**config.mk**
```make
export PLATFORM = sky130hd
export DESIGN_NAME = ram_bist
export DESIGN_NICKNAME = d
export VERILOG_FILES = /design/src/rtl/ram_bist_pkg.sv /design/src/rtl/ram_bist_chk.sv /design/src/rtl/ram_bist.sv
export SDC_FILE = /design/constraint.sdc
export NUM_CORES = 1
export LEC_CHECK = 0
export CORE_ASPECT_RATIO = 1.5
export CORE_MARGIN = 3
export CORE_UTILIZATION = 43
export DETAILED_ROUTE_END_ITERATION = 8
export PLACE_DENSITY = 0.79
export SLEW_MARGIN = 40
export SYNTH_ARGS = -nofsm -noshare
export SYNTH_HDL_FRONTEND = slang
export SYNTH_SLANG_ARGS = --single-unit
```
**constraint.sdc**
```tcl
create_clock -name clk -period 3.2 [get_ports clk]
set_clock_uncertainty 0.05 [all_clocks]
set_input_delay 0.96 -clock clk [delete_from_list [all_inputs] [get_ports clk]]
set_output_delay 0.96 -clock clk [all_outputs]
set_load 0.02 [all_outputs]
```
**src/rtl/ram_bist_pkg.sv**
```systemverilog
// ram_bist_pkg: shared definitions for the RAM march BIST.
//   AW_DEF / DW_DEF : default RAM address / data widths
//   bist_state_t    : controller state encoding
//   pat0 / pat1     : march data patterns, computed at PAT_W bits; callers
//                     truncate to their data width (truncation preserves
//                     all-ones minus address modulo 2^DW)
package ram_bist_pkg;

  localparam int unsigned AW_DEF = 5;
  localparam int unsigned DW_DEF = 32;
  localparam int unsigned PAT_W  = 64;

  typedef enum logic [2:0] {
    S_IDLE,
    S_WR0,
    S_RD0,
    S_WR1,
    S_RD1,
    S_FLUSH,
    S_FIN
  } bist_state_t;

  function automatic logic [PAT_W-1:0] pat0(input logic [PAT_W-1:0] a);
    return {PAT_W{1'b1}} - a;
  endfunction

  function automatic logic [PAT_W-1:0] pat1(input logic [PAT_W-1:0] a);
    return ~pat0(a);
  endfunction

endpackage

```
**src/rtl/ram_bist_chk.sv**
```systemverilog
// ram_bist_chk: read-data compare stage and error bookkeeping.
//   clk, rst        : clock, asynchronous active-high reset
//   clr             : clear counters at the start of a new test
//   valid, addr,
//   expected        : compare pipeline register contents (read issued last cycle)
//   rdata           : RAM read data for that read
//   mismatch        : current-cycle compare result (used for the final verdict)
//   err_cnt         : total mismatches this test
//   first_fail_addr : address of the first mismatch, 0 if none
module ram_bist_chk #(
  parameter int unsigned AW = 5,
  parameter int unsigned DW = 32
) (
  input  logic          clk,
  input  logic          rst,
  input  logic          clr,
  input  logic          valid,
  input  logic [AW-1:0] addr,
  input  logic [DW-1:0] expected,
  input  logic [DW-1:0] rdata,
  output logic          mismatch,
  output logic [AW+1:0] err_cnt,
  output logic [AW-1:0] first_fail_addr
);

  assign mismatch = valid && (rdata != expected);

  // At most 2*2^AW reads per test, so AW+2 bits never overflow.
  always_ff @(posedge clk or posedge rst) begin
    if (rst) begin
      err_cnt         <= '0;
      first_fail_addr <= '0;
    end else if (clr) begin
      err_cnt         <= '0;
      first_fail_addr <= '0;
    end else if (mismatch) begin
      err_cnt <= err_cnt + (AW+2)'(1);
      if (err_cnt == '0) first_fail_addr <= addr;
    end
  end

endmodule

```
**src/rtl/ram_bist.sv**
```systemverilog
// ram_bist: four-phase march BIST initiator for a single-port RAM.
//   clk, rst        : clock, asynchronous active-high reset
//   start           : run request, honoured only in IDLE
//   mem_ena/mem_wena/mem_addr/mem_wdata : RAM command (registered)
//   mem_rdata       : RAM read data, valid one clock after the read address
//   busy            : test in progress (WR0..FLUSH)
//   done            : one-cycle end-of-test pulse
//   pass            : last completed test had no mismatches
//   err_cnt         : mismatch count of last/current test
//   first_fail_addr : address of first mismatch, 0 if none
module ram_bist
  import ram_bist_pkg::*;
#(
  parameter int unsigned AW = AW_DEF,
  parameter int unsigned DW = DW_DEF
) (
  input  logic          clk,
  input  logic          rst,
  input  logic          start,
  output logic          mem_ena,
  output logic          mem_wena,
  output logic [AW-1:0] mem_addr,
  output logic [DW-1:0] mem_wdata,
  input  logic [DW-1:0] mem_rdata,
  output logic          busy,
  output logic          done,
  output logic          pass,
  output logic [AW+1:0] err_cnt,
  output logic [AW-1:0] first_fail_addr
);

  bist_state_t   state, nxt;
  logic [AW-1:0] addr, addr_nxt;
  logic          pl_valid;
  logic [AW-1:0] pl_addr;
  logic [DW-1:0] pl_exp;
  logic          mismatch;
  logic          accept;

  function automatic logic [DW-1:0] pat_at(input logic ph, input logic [AW-1:0] a);
    return ph ? DW'(pat1(PAT_W'(a))) : DW'(pat0(PAT_W'(a)));
  endfunction

  assign accept   = (state == S_IDLE) && start;
  assign mem_addr = addr;

  always_comb begin
    nxt      = state;
    addr_nxt = '0;
    case (state)
      S_IDLE:  if (start) nxt = S_WR0;
      S_WR0: begin
        addr_nxt = addr + AW'(1);
        if (addr == '1) nxt = S_RD0;
      end
      S_RD0: begin
        addr_nxt = addr + AW'(1);
        if (addr == '1) nxt = S_WR1;
      end
      S_WR1: begin
        addr_nxt = addr + AW'(1);
        if (addr == '1) nxt = S_RD1;
      end
      S_RD1: begin
        addr_nxt = addr + AW'(1);
        if (addr == '1) nxt = S_FLUSH;
      end
      S_FLUSH: nxt = S_FIN;
      S_FIN:   nxt = S_IDLE;
      default: nxt = S_IDLE;
    endcase
  end

  // RAM command and status flags are decoded from the next state so that
  // they are registered yet line up with the state they describe.
  always_ff @(posedge clk or posedge rst) begin
    if (rst) begin
      state     <= S_IDLE;
      addr      <= '0;
      mem_ena   <= 1'b0;
      mem_wena  <= 1'b0;
      mem_wdata <= '0;
      busy      <= 1'b0;
      done      <= 1'b0;
      pass      <= 1'b0;
      pl_valid  <= 1'b0;
      pl_addr   <= '0;
      pl_exp    <= '0;
    end else begin
      state    <= nxt;
      addr     <= addr_nxt;
      mem_ena  <= nxt inside {S_WR0, S_RD0, S_WR1, S_RD1};
      mem_wena <= nxt inside {S_WR0, S_WR1};
      busy     <= nxt inside {S_WR0, S_RD0, S_WR1, S_RD1, S_FLUSH};
      done     <= (nxt == S_FIN);
      if (nxt == S_WR0)      mem_wdata <= pat_at(1'b0, addr_nxt);
      else if (nxt == S_WR1) mem_wdata <= pat_at(1'b1, addr_nxt);
      else                   mem_wdata <= '0;

      pl_valid <= state inside {S_RD0, S_RD1};
      pl_addr  <= addr;
      pl_exp   <= pat_at(state == S_RD1, addr);

      // The final RD1 compare is still in flight when FIN is entered, so
      // the verdict folds in this cycle's mismatch as well.
      if (accept)             pass <= 1'b0;
      else if (nxt == S_FIN)  pass <= (err_cnt == '0) && !mismatch;
    end
  end

  ram_bist_chk #(
    .AW (AW),
    .DW (DW)
  ) u_chk (
    .clk             (clk),
    .rst             (rst),
    .clr             (accept),
    .valid           (pl_valid),
    .addr            (pl_addr),
    .expected        (pl_exp),
    .rdata           (mem_rdata),
    .mismatch        (mismatch),
    .err_cnt         (err_cnt),
    .first_fail_addr (first_fail_addr)
  );

endmodule

```
==> run_results.csv, run 1 <==
group,metric,value,unit
run_status,status,"finished, final reports clean",
synth,synth_top_family_by_area,"simple AND/OR/NAND/NOR gates",
critical_path,path_class,"in2reg",
detailed_routing,drt-total-wl,5.10,mm
pwr,switching_share,18.4,%
global_routing,grt_pass1_wl,8.19,mm
synth,synth_area,2240,um^2
detailed_routing,wl_per_cell,14.4,um
detailed_routing,post-route-drc-count,0,
pwr,leakage,1.37,nW
global_routing,antenna_found_initial,0,
floorplanning,die_area,6130,um^2
timing,period_minus_slack,3.00,ns
pwr,seq_power_share,49.4,%
timing,fin_crit_sh,93.9,%
global_routing,grt_usage,17.2,%
critical_path,r2r_cells,6,
clock_network,cts_hold_buffers,0,
pwr,p_per_area,350,nW/um^2
floorplanning,rows,31,
min_path,hp-class,"reg2reg",
clock_network,cts_sinks,43,
synth,synth_adder_area_share,2.24,%
timing,holdWs,0.429,ns
detailed_routing,num_vias,1753,
floorplanning,fp.dieH,94.4,um
clock_network,path_clk_slew,0.08,ns
placement,gp_congestion,0.756,
pwr,combPwrFrac,6.3,%
layout,fin_util,63.8,%
layout,final_cell_area,3140,um^2
synth,ys.flop_type,"dfrtp_1",
critical_path,reg2reg_slack,0.79,ns
layout,nFillCells,421,
placement,numPortBuffers,88,
critical_path,critPathCaptureType,"flip-flop",
pwr,power.share.clock,44.4,%
clock_network,cts_made_buffers,5,
synth,syn-num-nets,261,
pwr,p_sw,202,uW
layout,multi_input_area,892,um^2
synth,synth_cell_types,36,
critical_path,cp.arrival,3.12,ns
synth,synth-compound-area-share,10.4,%
global_routing,grt_max_degree,44,
synth,syn_area_per_cell,10.1,um^2
detailed_routing,dr.pass1.iters,4,
clock_network,worstSkewPairLatency,0.29,ns
timing,final.setup.tns,0,ns
clock_network,cts_tree,"done",
floorplanning,fp.dieW,64.9,um
timing,rsz0062_at_grt,"no",
critical_path,required,3.31,ns
synth,synth_cells,222,
critical_path,startpoint,"mem_rdata[5]",
floorplanning,ios,89,
placement,dp_hpwl,3.98,mm
synth,synth_simple_gate_area_share,17.8,%
clock_network,ctsResizeCount,0,
placement,dp_cells,347,
synth,synth_common_cells,"dfrtp_1 (43), buf_4 (26), nor2_1 (18)",
floorplanning,start_util,45.4,%
synth,synth_xor_area_share,5.87,%
clock_network,clk_path_buf_depth,2,
timing,max_slew.worst_pin.slew,0.664,ns
critical_path,worst_r2r_endpoint,"u_chk.first_fail_addr[1]",
critical_path,cp_slowest_stage_delay,0.53,ns
synth,ys_warn_count,0,
timing,setup_viol,0,
synth,netlist.top_cell.by_area,"dfrtp_1",
detailed_routing,vias_per_cell,4.94,
layout,layout.area.seq,1080,um^2
layout,area_growth,40.3,%
floorplanning,core,4930,um^2
timing,max_freq,0.333,GHz
synth,synth.area.top_cells,"dfrtp_1 (48%), buf_4 (8.7%), mux2i_1 (3.6%), xnor2_1 (3.5%), nor2_1 (3.0%)",
layout,diodes,0,
critical_path,path_cells,"clkdlybuf4s50_1, or4_4, a2111oi_4, o2111ai_2, o211ai_4, mux2i_1, nor2_1",
synth,seq_area_frac_synth,48.1,%
pwr,peakVddDrop,275,uV
timing,slew_headroom,55.7,%
critical_path,critPathLaunchType,"primary input",
critical_path,rr_startpoint,"pl_exp[30]",
detailed_routing,antenna_left,0,
placement,post_dp_cell_area,3010,um^2
synth,synthMostInstantiatedCell,"dfrtp_1",
synth,synth_top_area_share,48.1,%
critical_path,slowest_stage,"or4_4",
layout,fin_nets,327,
layout,fin_cells,355,
timing,final_max_slew_viol_count,0,
synth,synthMuxAreaShare,3.58,%
synth,synth_edf_count,0,
flow_run,cap_violations,0,
layout,drive_gt1_share,5.54,%
clock_network,cts_setup_buffers,0,
detailed_routing,drtIter0Drc,80,
critical_path,cp-endpoint,"u_chk.first_fail_addr[1]",
critical_path,critPathMaxFanout,5,
synth,ys_seq_elements,43,
clock_network,cts_root_buffer,"clkbuf_8",
timing,hold_violations,0,
synth,async_flop_share,100,%
pwr,p_int,897,uW
global_routing,grt_overflow,0,
clock_network,ctsHtreeMaxLevel,2,
global_routing,grt_pass1_vias,1699,
## cells by family after synthesis
group	after synthesis
AOI/OAI and AO/OA	31
xor gates and xnor gates	15
adders and majority gates	4
buffers and inverters	44
DFF	43
muxes	8
and+or+nand+nor	77
## worst min path at each step
stage | from | to | cells after the start
after detailed placement | mem_addr[4] | pl_addr[4] | 0
after global routing | mem_addr[4] | pl_addr[4] | 0
after global placement | pl_addr[1] | u_chk.first_fail_addr[1] | 2
final | mem_addr[4] | pl_addr[4] | 0
after CTS | mem_addr[4] | pl_addr[4] | 0
after floorplan | pl_addr[0] | u_chk.first_fail_addr[0] | 2
## routing by layer
metal / vias up / wire length (um) / global-route usage, %
li1: 873 / - / -
met1: 838 / 1850 / 17.5
met2: 34 / 3010 / 33.9
met3: 8 / 166 / 3.33
met4: 0 / 70 / 5.64
met5: - / 0 / 0
## power groups by stage
| stage | registers (mW) | logic [mW] | clock network, mW |
|---|---|---|---|
| after global placement | 0.554 | 0.0677 | 0 |
| after detailed placement | 0.554 | 0.0694 | 0 |
| after global routing | 0.543 | 0.0758 | 0.521 |
| after CTS | 0.543 | 0.0696 | 0.496 |
| after floorplan | 0.554 | 0.0180 | 0 |
| final | 0.543 | 0.0688 | 0.488 |
## critical path: cells and delay by family
kind,cells,cell delay [ns]
simple gates,2,0.59
compound gates,3,0.90
buf+inv,1,0.43
mux,1,0.22
## cell usage in the layout, fill, tap and decap left out
cell             instances
a2111oi_4                1
a21oi_1                  7
a31oi_1                  3
and2_1                   1
and3_1                   2
buf_12                   1
buf_4                    1
bufinv_16                2
clkbuf_1                 1
clkbuf_8                 5
clkdlybuf4s50_1         88
dfrtp_1                 43
ha_1                     4
inv_1                   13
mux2i_1                  8
nand2_1                 13
nand2b_1                 4
nand3_1                 10
nand4_1                  5
nor2_1                  18
nor2_2                   1
nor2b_1                  2
nor3_1                   5
nor4_1                   4
o2111ai_2                1
o211ai_1                 1
o211ai_4                 1
o21a_1                   1
o21ai_0                  4
o21ai_1                  6
o21ai_2                  1
o22a_1                   4
o22ai_1                  1
or3_1                    7
or4_1                    3
or4_4                    1
or4b_2                   1
xnor2_1                  9
xor2_1                   6
## cell type report
cell class | count | share of cell area [%]
clock buffer | 6 | 2.31
clock inverter | 2 | 1.91
inverter | 13 | 1.55
multi-input combinational | 135 | 28.4
sequential | 43 | 34.3
tap | 66 | 2.63
timing repair buffer | 90 | 28.9
## sequential cells by signal (all words and copies together) (netlist names), 3 cells and up
name / count
mem_addr: 5
mem_wdata: 6
pl_addr: 5
pl_exp: 6
state: 3
u_chk.err_cnt: 7
u_chk.first_fail_addr: 5
## through the flow
stage	worst slack [ns]	power, mW
6_report	0.195	1.10
5_1_grt	0.0412	1.14
4_1_cts	0.184	1.11
3_5_place_dp	-0.116	0.623
3_3_place_gp	-0.0571	0.621
2_1_floorplan	0.468	0.572
Power figures use the tool's default switching activity.
==> run 2, diff against run 1 <==
--- a/config.mk
+++ b/config.mk
@@ -6,11 +6,11 @@
 export NUM_CORES = 1
 export LEC_CHECK = 0
 export CORE_ASPECT_RATIO = 1.5
-export CORE_MARGIN = 3
-export CORE_UTILIZATION = 43
+export CORE_UTILIZATION = 45
 export DETAILED_ROUTE_END_ITERATION = 8
-export PLACE_DENSITY = 0.79
+export PLACE_DENSITY = 0.8
 export SLEW_MARGIN = 40
 export SYNTH_ARGS = -nofsm -noshare
 export SYNTH_HDL_FRONTEND = slang
+export SYNTH_HIERARCHICAL = 1
 export SYNTH_SLANG_ARGS = --single-unit
==> run 2 against run 1 <==
Net effect: via count grew 6.0%; synthesized area increased by 11%; die area down 4.7%; synthesized cell count grew 7.7%; routed wire length is 5.8% lower; sequential share of layout area is 2.1 points lower; critical path type is now reg2out; non-clock buffer count grew 5; highest routed layer unchanged; count of clock-buffer cells in the layout increased by 1; global-route usage grew 0.57 points; critical path depth fell by 6; power is 120% higher; worst hold slack better by 0.012 ns.
==> run_results.csv, run 2 <==
group,metric,value,unit
run_status,status,"finished, final reports clean",
synth,syn_area_per_cell,10.4,um^2
synth,synth_simple_gate_area_share,17.7,%
clock_network,ctsResizeCount,0,
critical_path,path_cells,"clkdlybuf4s50_1",
layout,area_growth,34.6,%
synth,ys_seq_elements,43,
critical_path,path_class,"reg2out",
critical_path,critPathLaunchType,"flip-flop",
synth,synth_top_family_by_area,"simple AND/OR/NAND/NOR gates",
clock_network,cts_root_buffer,"clkbuf_8",
layout,largest_register_ff_count,7,
layout,fin_nets,348,
synth,synth_edf_count,0,
critical_path,critPathCaptureType,"output pin",
detailed_routing,vias_per_cell,4.92,
global_routing,grt_max_degree,32,
synth,ys.flop_type,"dfrtp_1",
placement,dp_hpwl,3.80,mm
floorplanning,rows,32,
clock_network,cts_hold_buffers,0,
timing,final.setup.tns,0,ns
layout,fin_cells,378,
synth,synth_top_area_share,43.2,%
synth,synth_common_cells,"dfrtp_1 (43), xor2_1 (35), buf_4 (27)",
clock_network,clk_path_buf_depth,2,
floorplanning,fp.dieW,62.7,um
synth,synth_xor_area_share,14.8,%
detailed_routing,post-route-drc-count,0,
critical_path,cpLargestDelayFamily,"flip-flops",
critical_path,critPathMaxFanout,27,
critical_path,cp_slowest_stage_delay,0.77,ns
synth,synthMuxAreaShare,3.12,%
timing,final_max_slew_viol_count,0,
synth,synth.area.top_cells,"dfrtp_1 (43%), xor2_1 (12%), buf_4 (8.1%), nor4_2 (4.0%), nor2_1 (2.6%)",
clock_network,path_clk_slew,0.08,ns
layout,diodes,0,
synth,synth_area,2490,um^2
placement,numPortBuffers,88,
global_routing,grt_usage,17.7,%
floorplanning,die_area,5840,um^2
synth,synthMostInstantiatedCell,"dfrtp_1",
timing,max_slew.worst_pin.slew,0.683,ns
synth,netlist.top_cell.by_area,"dfrtp_1",
pwr,peakVddDrop,485,uV
placement,post-place-ws,0.125,ns
layout,drive_gt1_share,10.3,%
detailed_routing,num_vias,1858,
min_path,hp-class,"reg2reg",
floorplanning,start_util,47.4,%
synth,async_flop_share,100,%
critical_path,slowest_stage,"dfrtp_1",
detailed_routing,dr.pass1.iters,4,
pwr,leakage,1.34,nW
timing,rsz0062_at_grt,"no",
clock_network,cts_setup_buffers,0,
detailed_routing,antenna_left,0,
layout,fin_util,63.9,%
critical_path,required,2.19,ns
detailed_routing,drt-total-wl,4.81,mm
synth,synth_cells,239,
timing,fin_crit_sh,87.7,%
clock_network,ctsHtreeMaxLevel,2,
clock_network,cts_sinks,43,
critical_path,cp.arrival,1.80,ns
layout,reg.largest.list,"u_chk/err_cnt (7), mem_wdata (6), pl_exp (6)",
timing,timing.final.ws_setup,0.393,ns
floorplanning,fp.dieH,93.1,um
floorplanning,ios,89,
global_routing,antenna_found_initial,0,
timing,holdWs,0.442,ns
flow_run,cap_violations,0,
timing,slew_headroom,54.4,%
placement,gp_congestion,0.777,
layout,top_register,"u_chk/err_cnt",
pwr,p_total,2.39,mW
timing,period_minus_slack,2.81,ns
detailed_routing,drtIter0Drc,26,
synth,synth-compound-area-share,8.40,%
timing,hold_violations,0,
global_routing,grt_pass1_vias,1778,
layout,final_cell_area,3350,um^2
layout,final_common_cell,"clkdlybuf4s50_1",
critical_path,crit_buf_inv,1,
placement,dp_cells,370,
clock_network,worstSkewPairLatency,0.29,ns
detailed_routing,wl_per_cell,12.7,um
synth,syn-num-nets,278,
global_routing,grt_overflow,0,
timing,max_freq,0.356,GHz
clock_network,cts_tree,"done",
synth,seq_area_frac_synth,43.2,%
clock_network,cts_made_buffers,5,
synth,synth_cell_types,40,
layout,layout_common_cells,"clkdlybuf4s50_1 (88), dfrtp_1 (43), xor2_1 (35), nor2_1 (17), nand2_1 (12)",
pwr,p_per_area,714,nW/um^2
synth,synth_adder_area_share,2.01,%
synth,ys_warn_count,6,
floorplanning,core,5250,um^2
timing,setup_viol,0,
placement,post_dp_cell_area,3270,um^2
global_routing,grt_pass1_wl,8.18,mm
## run 2: final timing paths
path	to	cells past startpoint	slack [ns]	start
worst max-delay path	mem_wdata[18]	1	0.39	mem_wdata[30]
worst min register to register	pl_addr[4]	0	0.44	mem_addr[4]
worst max register to register	u_chk/err_cnt[5]	7	0.48	pl_exp[30]
max in group asynchronous	pl_exp[3]	3	1.80	rst
min in group asynchronous	u_chk/err_cnt[3]	2	0.95	rst
worst min-delay path	pl_addr[4]	0	0.44	mem_addr[4]
## run 2: power breakdown
group / internal, mW / total, mW / switching [mW]
Combinational: 0.593 / 1.18 / 0.590
Clock: 0.153 / 0.325 / 0.172
Sequential: 0.721 / 0.885 / 0.164
Total: 1.47 / 2.39 / 0.926
## run 2: area by class of cell
cell class	instances	area, um^2
Inverter	8	30.0
Fill cell	409	1890
Clock inverter	1	5.00
Clock buffer	7	76.3
Sequential cell	43	1080
Timing Repair Buffer	95	933
Tap cell	68	85.1
Multi-Input combinational cell	156	1140
## run 2: per-layer routing
metal / up-vias / global-route usage, % / part of all wire [%]
met5: - / 0 / 0
met4: 0 / 7.95 / 1.8
met3: 10 / 3.17 / 4.5
met2: 63 / 33.0 / 54
met1: 862 / 19.3 / 40
li1: 923 / - / -
## run 2: cell families (layout without fill, tap and decap cells)
family / count (synthesis) / in the layout
AND/OR/NAND/NOR: 71 / 71
flip-flops: 43 / 43
XOR/XNOR: 42 / 42
buffers and inverters: 40 / 111
AO/OA/AOI/OAI: 33 / 33
multiplexers: 6 / 6
adder cells (fa/ha/maj): 4 / 4
